--- src/rtl/adder_arbiter_if.sv ---
// Requester-side bundle of the shared adder arbiter: per-requester request
// levels and operand slices in, one-hot grant/completion pulses and the sum out.
interface adder_arbiter_if #(
    parameter int N_REQ = 4,
    parameter int WIDTH = 8
);
    logic [N_REQ-1:0]       req;
    logic [N_REQ*WIDTH-1:0] a_in;
    logic [N_REQ*WIDTH-1:0] b_in;
    logic [N_REQ-1:0]       gnt;
    logic [N_REQ-1:0]       done;
    logic [WIDTH-1:0]       sum_out;
    logic                   busy;

    modport master (
        output req, a_in, b_in,
        input  gnt, done, sum_out, busy
    );

    modport slave (
        input  req, a_in, b_in,
        output gnt, done, sum_out, busy
    );
endinterface

--- src/rtl/adder_arbiter.sv ---
// Round-robin arbiter sharing one Kogge-Stone prefix adder between up to four
// requesters; operands are registered before the adder, the sum after it.
module prefix_adder #(
    parameter int WIDTH = 8
) (
    input  logic [WIDTH-1:0] a_i,
    input  logic [WIDTH-1:0] b_i,
    output logic [WIDTH-1:0] sum_o
);
    // Only carries into bits 1..WIDTH-1 are needed; the carry-out is dropped.
    localparam int CW     = WIDTH - 1;
    localparam int LEVELS = $clog2(CW);

    logic [WIDTH-1:0] p_bit;
    logic [WIDTH-1:0] carry;

    assign p_bit    = a_i ^ b_i;
    assign carry[0] = 1'b0;

    // A node keeps its group propagate only while its span has not yet reached
    // bit 0; once it has, the group generate alone is the carry.
    genvar gi, gj;
    generate
        for (gi = 0; gi <= LEVELS; gi++) begin : g_lvl
            for (gj = 0; gj < CW; gj++) begin : g_node
                logic g;
                if (gi == 0) begin : g_leaf
                    assign g = a_i[gj] & b_i[gj];
                end else if (gj < (1 << (gi - 1))) begin : g_pass
                    assign g = g_lvl[gi-1].g_node[gj].g;
                end else begin : g_comb
                    assign g = g_lvl[gi-1].g_node[gj].g
                             | (g_lvl[gi-1].g_node[gj].g_has_p.p
                                & g_lvl[gi-1].g_node[gj-(1 << (gi - 1))].g);
                end
                if (gj >= (1 << gi)) begin : g_has_p
                    logic p;
                    if (gi == 0) begin : g_p_leaf
                        assign p = p_bit[gj];
                    end else begin : g_p_comb
                        assign p = g_lvl[gi-1].g_node[gj].g_has_p.p
                                 & g_lvl[gi-1].g_node[gj-(1 << (gi - 1))].g_has_p.p;
                    end
                end
            end
        end
        for (gi = 0; gi < CW; gi++) begin : g_carry
            assign carry[gi+1] = g_lvl[LEVELS].g_node[gi].g;
        end
    endgenerate

    assign sum_o = p_bit ^ carry;
endmodule

module adder_arbiter #(
    parameter int N_REQ = 4,
    parameter int WIDTH = 8
) (
    input  logic            clk,
    input  logic            rst_n,
    adder_arbiter_if.slave  bus
);
    localparam int IW = $clog2(N_REQ);
    localparam logic [N_REQ-1:0] ONE_HOT = N_REQ'(1);

    typedef enum logic [1:0] {IDLE, EXEC, RESP} state_t;

    state_t           state_q, state_d;
    logic [IW-1:0]    owner_q, owner_d;
    logic [IW-1:0]    ptr_q, ptr_d;
    logic [WIDTH-1:0] op_a_q, op_a_d;
    logic [WIDTH-1:0] op_b_q, op_b_d;
    logic [WIDTH-1:0] sum_q, sum_d;
    logic [N_REQ-1:0] gnt_q, gnt_d;
    logic [N_REQ-1:0] done_q, done_d;
    logic             busy_q, busy_d;

    logic             win_found;
    logic [IW-1:0]    win_idx;
    logic [WIDTH-1:0] adder_sum;

    prefix_adder #(.WIDTH(WIDTH)) u_adder (
        .a_i   (op_a_q),
        .b_i   (op_b_q),
        .sum_o (adder_sum)
    );

    // Scan from the highest offset down so the last hit is the one nearest ptr.
    always_comb begin
        win_found = 1'b0;
        win_idx   = '0;
        for (int k = N_REQ - 1; k >= 0; k--) begin
            if (bus.req[(int'(ptr_q) + k) % N_REQ]) begin
                win_found = 1'b1;
                win_idx   = IW'((int'(ptr_q) + k) % N_REQ);
            end
        end
    end

    always_comb begin
        state_d = state_q;
        owner_d = owner_q;
        ptr_d   = ptr_q;
        op_a_d  = op_a_q;
        op_b_d  = op_b_q;
        sum_d   = sum_q;
        gnt_d   = '0;
        done_d  = '0;
        busy_d  = 1'b0;
        case (state_q)
            IDLE: begin
                if (win_found) begin
                    op_a_d  = bus.a_in[win_idx*WIDTH +: WIDTH];
                    op_b_d  = bus.b_in[win_idx*WIDTH +: WIDTH];
                    owner_d = win_idx;
                    gnt_d   = ONE_HOT << win_idx;
                    busy_d  = 1'b1;
                    state_d = EXEC;
                end
            end
            EXEC: begin
                sum_d   = adder_sum;
                done_d  = ONE_HOT << owner_q;
                busy_d  = 1'b1;
                state_d = RESP;
            end
            RESP: begin
                ptr_d   = (owner_q == IW'(N_REQ - 1)) ? '0 : owner_q + 1'b1;
                state_d = IDLE;
            end
            default: begin
                state_d = IDLE;
            end
        endcase
    end

    always_ff @(posedge clk or negedge rst_n) begin
        if (!rst_n) begin
            state_q <= IDLE;
            owner_q <= '0;
            ptr_q   <= '0;
            op_a_q  <= '0;
            op_b_q  <= '0;
            sum_q   <= '0;
            gnt_q   <= '0;
            done_q  <= '0;
            busy_q  <= 1'b0;
        end else begin
            state_q <= state_d;
            owner_q <= owner_d;
            ptr_q   <= ptr_d;
            op_a_q  <= op_a_d;
            op_b_q  <= op_b_d;
            sum_q   <= sum_d;
            gnt_q   <= gnt_d;
            done_q  <= done_d;
            busy_q  <= busy_d;
        end
    end

    assign bus.gnt     = gnt_q;
    assign bus.done    = done_q;
    assign bus.sum_out = sum_q;
    assign bus.busy    = busy_q;
endmodule

--- src/flat_wrapper.sv ---
// flat-port wrapper written by rule: the top's interface ports become plain ports
module adder_arbiter_flat 
#(
    parameter int N_REQ = 4,
    parameter int WIDTH = 8
)
  (clk, rst_n, bus_req, bus_a_in, bus_b_in, bus_gnt, bus_done, bus_sum_out, bus_busy);
  adder_arbiter_if #(.N_REQ(N_REQ), .WIDTH(WIDTH)) bus_i ();
  input  logic clk;
  input  logic rst_n;
  input wire logic [$bits(bus_i.req)-1:0] bus_req;
  input wire logic [$bits(bus_i.a_in)-1:0] bus_a_in;
  input wire logic [$bits(bus_i.b_in)-1:0] bus_b_in;
  output wire logic [$bits(bus_i.gnt)-1:0] bus_gnt;
  output wire logic [$bits(bus_i.done)-1:0] bus_done;
  output wire logic [$bits(bus_i.sum_out)-1:0] bus_sum_out;
  output wire logic [$bits(bus_i.busy)-1:0] bus_busy;
  assign bus_i.req = bus_req;
  assign bus_i.a_in = bus_a_in;
  assign bus_i.b_in = bus_b_in;
  assign bus_gnt = bus_i.gnt;
  assign bus_done = bus_i.done;
  assign bus_sum_out = bus_i.sum_out;
  assign bus_busy = bus_i.busy;
  adder_arbiter #(.N_REQ(N_REQ), .WIDTH(WIDTH)) u_core (.clk(clk), .rst_n(rst_n), .bus(bus_i));
endmodule
--- config.mk ---
export PLATFORM = sky130hd
export DESIGN_NAME = adder_arbiter_flat
export DESIGN_NICKNAME = d
export VERILOG_FILES = /design/src/rtl/adder_arbiter_if.sv /design/src/rtl/adder_arbiter.sv /design/src/flat_wrapper.sv
export SDC_FILE = /design/constraint.sdc
export NUM_CORES = 1
export LEC_CHECK = 0
export ABC_AREA = 1
export ABC_CLOCK_PERIOD_IN_PS = 1600
export BUFFER_PORTS_ARGS = -buffer_cell sky130_fd_sc_hd__buf_2
export CORE_MARGIN = 3
export CORE_UTILIZATION = 30
export CTS_BUF_LIST = sky130_fd_sc_hd__clkbuf_2 sky130_fd_sc_hd__clkbuf_4 sky130_fd_sc_hd__clkbuf_8
export DETAILED_ROUTE_END_ITERATION = 10
export GPL_TIMING_DRIVEN = 0
export HOLD_SLACK_MARGIN = 0.1
export PLACE_DENSITY = 0.52
export SKIP_CTS_REPAIR_TIMING = 1
export SYNTH_ARGS = -nofsm -noshare
export SYNTH_HDL_FRONTEND = slang
export SYNTH_SLANG_ARGS = --single-unit
--- constraint.sdc ---
create_clock -name clk -period 1.6 [get_ports clk]
set_input_delay 0.16 -clock clk [delete_from_list [all_inputs] [get_ports clk]]
set_output_delay 0.16 -clock clk [all_outputs]
set_load 0.05 [all_outputs]
# ---- Word-level counts from Yosys, hierarchy flattened
# Index checks and enable logic that the tools add are counted.
dict set report classes {
  add_sub_neg 4
  n_lt_le_gt_ge 4
  eq_ne 4
  shift 4
  n_mux 27
  bitwise 48
  n_reduce_logical 5
}
# op n
set ops {}
lappend ops {{$shiftx 32x6->8} 2}
lappend ops {{$and 1x1->1} 29}
lappend ops {{$xor 8x8->8} 2}
lappend ops {{$or 1x1->1} 14}
lappend ops {{$lt 3x4->1 const B} 3}
lappend ops {{$mux 1} 12}
lappend ops {{$mux 2} 6}
lappend ops {{$mux 4} 3}
lappend ops {{$bmux 1 s2} 4}
lappend ops {{$shl 1x2->4 const A} 2}
lappend ops {{$reduce_or 2->1} 3}
lappend ops {{$add 2x1->2 const B} 2}
lappend ops {{$add 2x2->2 const B} 2}
lappend ops {{$eq 2x2->1 const B} 2}
lappend ops {{$pmux 2 s2} 1}
lappend ops {{$and 1x1->1 const A} 3}
lappend ops {{$lt 2x3->1 const B} 1}
lappend ops {{$eq 2x1->1 const B} 1}
lappend ops {{$logic_not 2->1} 1}
lappend ops {{$ne 2x1->1 const B} 1}
lappend ops {{$pmux 1 s2} 1}
lappend ops {{$reduce_and 2->1} 1}
dict set report word_totals {
  reg_bits 39
  in_bits 70
  output_inout_bits 17
}

# ---- Logic depth before layout (Yosys ltp)
dict set report depth {
  depth_word 13
  ltp_mapped 14
  depth_no_buf 13
}

# ---- Modules after synthesis
# From an unflattened synthesis, not the netlist that was laid out.
dict set report unflattened {
  hier_cells 457
  area_unflattened_um2 2902.8
}
# mod n_inst cells_each area_each_um2 seq_area_each_um2
set modules_own_cells {}
lappend modules_own_cells {adder_arbiter 1 395 2523.7 975.9}
lappend modules_own_cells {prefix_adder 1 62 379.1 0.0}

# ---- Worst setup path before layout
# No wires, ideal clock.
dict set report synth_path {
  path_type {flip-flop to flip-flop}
  from {register u_core.ptr_q[0]}
  to {register u_core.op_a_q[6]}
  setup_time_ns 0.117
  arrival_time_ns 1.559
  t_required_ns 1.483
  slack_ns -0.075
  path_stages_with_launch 13
  n_path_buf 2
  path_cell_list {dfrtp_1 buf_6 xnor2_1 nand2_1 nand3_2 nand2_1 nand2_2 buf_2 nand3_1 nand3_1 nand2_1 nand2_1 nand2_1}
}
dict set report synth_between {
  elab_chain_len 9
  elab_cells_between_ends 24
  cone_classes {add/sub (3); shift (1); mux (19); reduce/logical (1)}
}
# item line
set synth_lines {}
lappend synth_lines {{from (decl)} adder_arbiter.sv:70} ;# logic [IW-1:0] ptr_q, ptr_d;
lappend synth_lines {{from (signal assigned)} adder_arbiter.sv:151} ;# ptr_q <= ptr_d;
lappend synth_lines {{$add 2x2->2} {adder_arbiter.sv:93, adder_arbiter.sv:95}}
lappend synth_lines {{$bmux 1 s2} adder_arbiter.sv:93} ;# if (bus.req[(int'(ptr_q) + k) % N_REQ]) begin
lappend synth_lines {{$mux 1 (not written as such) (2 in a row)} adder_arbiter.sv:93}
lappend synth_lines {{$mux 2 / $mux 1 (equally long branches) (4 in a row)} adder_arbiter.sv:93}
lappend synth_lines {{$shiftx 32x6->8 / $reduce_and 2->1 (equally long branches)} n/a}
lappend synth_lines {{to (signal assigned)} adder_arbiter.sv:152} ;# op_a_q <= op_a_d;
lappend synth_lines {{to (decl)} adder_arbiter.sv:71} ;# logic [WIDTH-1:0] op_a_q, op_a_d;
# Parallel ways exist; a longest one is shown, timed or not. The select of a mux whose other input is x is not followed.
# A chain may end at the register's enable or synchronous reset.

# ---- Worst setup path after layout
dict set report layout_path {
  from {register u_core.ptr_q[0]}
  to {register u_core.op_b_q[1]}
}
dict set report layout_between {
  elab_chain_len 9
  elab_cells_between_ends 24
  cone_classes {add/sub (3); shift (1); mux (19); reduce/logical (1)}
}
# item line
set layout_lines {}
lappend layout_lines {{$add 2x2->2} {adder_arbiter.sv:93, adder_arbiter.sv:95}}
lappend layout_lines {{$bmux 1 s2} adder_arbiter.sv:93}
lappend layout_lines {{$mux 1 (not written as such) (2 in a row)} adder_arbiter.sv:93}
lappend layout_lines {{$mux 2 / $mux 1 (equally long branches) (4 in a row)} adder_arbiter.sv:93}
lappend layout_lines {{$shiftx 32x6->8 / $reduce_and 2->1 (equally long branches)} n/a}
lappend layout_lines {{to (signal assigned)} adder_arbiter.sv:153} ;# op_b_q <= op_b_d;
lappend layout_lines {{to (decl)} adder_arbiter.sv:72} ;# logic [WIDTH-1:0] op_b_q, op_b_d;
# Parallel ways exist; a longest one is shown, timed or not. The select of a mux whose other input is x is not followed.

==> flow_metrics.tcl <==
set metrics [dict create \
    status "finished with violations" \
    critPathCapture "u_core.op_b_q[1]" \
    antenna_found_initial 0 \
    rsz0062_at_grt "yes" \
    grt_first_pass_wirelength_um 12000 \
    area_growth_pct 53.1 \
    grtUsageTotal_pct 14.4 \
    crit_path_end_kind "flip-flop" \
    syn-num-nets 503 \
    synth_area_leaders "dfrtp_1 35%, nand2_1 20%, nand3_1 13%, inv_1 12%, ha_1 5.0%" \
    yosys_warnings 0 \
    synth_top_area_cell "dfrtp_1" \
    fin_crit_sh_pct 121 \
    drtIter0Drc 145 \
    most-common-layout-cells "99 x nand2_1, 88 x buf_2, 82 x inv_1" \
    final_cell_count_no_fill 644 \
    dr_total_vias 2850 \
    fin_nets 617 \
    maxCapViolCount 0 \
    place_area_um2 3340 \
    first_global_vias 2681 \
    violations "setup timing" \
    period_minus_slack_ns 1.93 \
    syn-cell-area_um2 2750 \
    r2r_setup_slack_ns -0.33 \
    met1_usage_pct 19.7 \
    clock_latency_ns 0.29 \
    worst-r2r-cell-count 14 \
    final.setup.worst_slack_ns -0.330 \
    setup_viol 23 \
    core-area_um2 8810 \
    ys_ff_latch 39 \
    cts_sinks 39 \
    met3_usage_pct 2.20 \
    grt.busiest_layer "met2" \
    overflow 0 \
    rows 34 \
    synth_edf_count 0 \
    die_h_um 102 \
    cts_buffers 5 \
    cts_htree_levels 2 \
    critPathLaunchType "flip-flop" \
    avgSynthCellArea_um2 6.53 \
    required_ns 1.79 \
    hold_viol_final 0 \
    nFillCells 887 \
    drt_wl_total_um 8040 \
    diodes 0 \
    clockBufferDepth 2 \
    path_clk_slew_ns 0.07 \
    critical_path_class "flip-flop to flip-flop" \
    place_congestion 0.833 \
    final_common_cell "nand2_1" \
    hpwl_um 5790 \
    synthArstFlopShare_pct 100 \
    tightest_slew_ns 0.857 \
    port_buffers 86 \
    final-seq-area_um2 977 \
    start_util_pct 31.2 \
    slew_violations 0 \
    grt_max_degree 40 \
    layout-drive-gt1-share_pct 44.0 \
    hold_path_class "primary input to flip-flop" \
    r2r-end "u_core.op_b_q[1]" \
    dr.pass1.iters 4 \
    rr_startpoint "u_core.ptr_q[0]" \
    final_area_um2 4210 \
    dp_cells 615 \
    seq_area_frac_synth_pct 35.5 \
    cts_root_buf "clkbuf_8" \
    num_io_pins 87 \
    ant_nets 0 \
    dieArea_um2 10400 \
    ys.flop_type "dfrtp_1" \
    skew_ns 0.00482 \
    multi_input_area_um2 1810 \
    vias_per_cell 4.43 \
    fin_util_pct 47.8 \
    slew_headroom_pct 42.9 \
    synth.distinct_cells 28 \
    synth_top_area_share_pct 35.5 \
    critPathArrivalTime_ns 2.12 \
    cts_tree "yes" \
    gr-usage-met2_pct 23.4 \
    drc 0 \
    critPathMaxFanout 8 \
    critPathLaunch "u_core.ptr_q[0]" \
    max_freq_mhz 518 \
    syn_inst 421 \
    wl_per_cell_um 12.5 \
    die_x_um 102 \
]
worst max-delay path, stage by stage, from the launching register on:
cell	delay [ns]
dfrtp_2	0.51
buf_8	0.18
nand2_1	0.08
nand3_2	0.10
nand2_2	0.10
nand3_4	0.10
nand2_4	0.10
nand2_8	0.09
nand2_8	0.12
buf_8	0.14
nand2_1	0.05
nand3_1	0.08
nand2_2	0.07
nand2_1	0.06
nand2_1	0.04
logic make-up (layout without fill, tap and decap cells):
| kind of cell | Yosys count | count (layout) | synth area share, % |
|---|---|---|---|
| compound gates | 23 | 23 | 4.73 |
| xor+xnor | 4 | 4 | 1.27 |
| fa+ha+maj | 12 | 12 | 5.73 |
| buf+inv | 103 | 218 | 15.4 |
| flops | 39 | 39 | 35.5 |
| simple gates | 240 | 240 | 37.4 |
routing by layer:
metal  share of wire [%]  up-vias
li1                    -     1502
met1                  47     1281
met2                  48       62
met3                 3.9        5
met4                0.76        0
met5                   0        -
cells in the mapped netlist, types with 2 or more instances:
master and count:
xor2_1 2, buf_2 9, ha_1 11, a21oi_1 8
clkbuf_1 2, o21ai_2 2, buf_6 2, o21ai_0 9
o31ai_1 2, nand3_2 2, nand2_1 145, buf_4 3
nand2_2 4, nor2_1 14, inv_1 85, xnor2_1 2
nand3_1 70, dfrtp_1 39
worst min-delay path by stage:
stage                       from                 end  slack (ns)  cells past startpoint
floorplan                  rst_n     u_core.bus.busy       -0.14                      0
global placement           rst_n  u_core.bus.done[2]        0.32                      1
detailed placement         rst_n  u_core.bus.done[2]        0.33                      1
CTS                        rst_n  u_core.bus.done[2]       0.007                      1
global route        bus_b_in[15]    u_core.op_b_q[7]        0.30                      7
finish              bus_b_in[15]    u_core.op_b_q[7]        0.27                      7
sequential cells by signal, indices dropped and copies added (netlist names):
register and flops:
u_core.op_a_q 8, u_core.owner_q 2, u_core.bus.gnt 4, u_core.state_q 2
u_core.bus.done 4, u_core.bus.sum_out 8, u_core.ptr_q 2, u_core.op_b_q 8
u_core.bus.busy 1
cell type report:
type	instances	area share, %
multi-input cells	279	42.9
flip-flops and latches	39	23.2
repair buffers	107	16.0
inverters	87	7.76
plain buffers	16	4.37
well taps	108	3.21
clock buffers	8	2.47
per-stage QoR:
| stage | setup slack [ns] | TNS, ns | hold WS (ns) |
|---|---|---|---|
| 2_1_floorplan | -0.0471 | -0.776 | -0.136 |
| 3_3_place_gp | -0.399 | -7.84 | 0.320 |
| 3_5_place_dp | -0.380 | -7.54 | 0.329 |
| 4_1_cts | -0.414 | -8.35 | 0.00680 |
| 5_1_grt | -0.426 | -8.70 | 0.299 |
| 6_report | -0.330 | -6.41 | 0.266 |
Power is left out: the tool's default activity adds up to more than one toggle a clock period on the data nets, which glitch-free logic cannot reach.
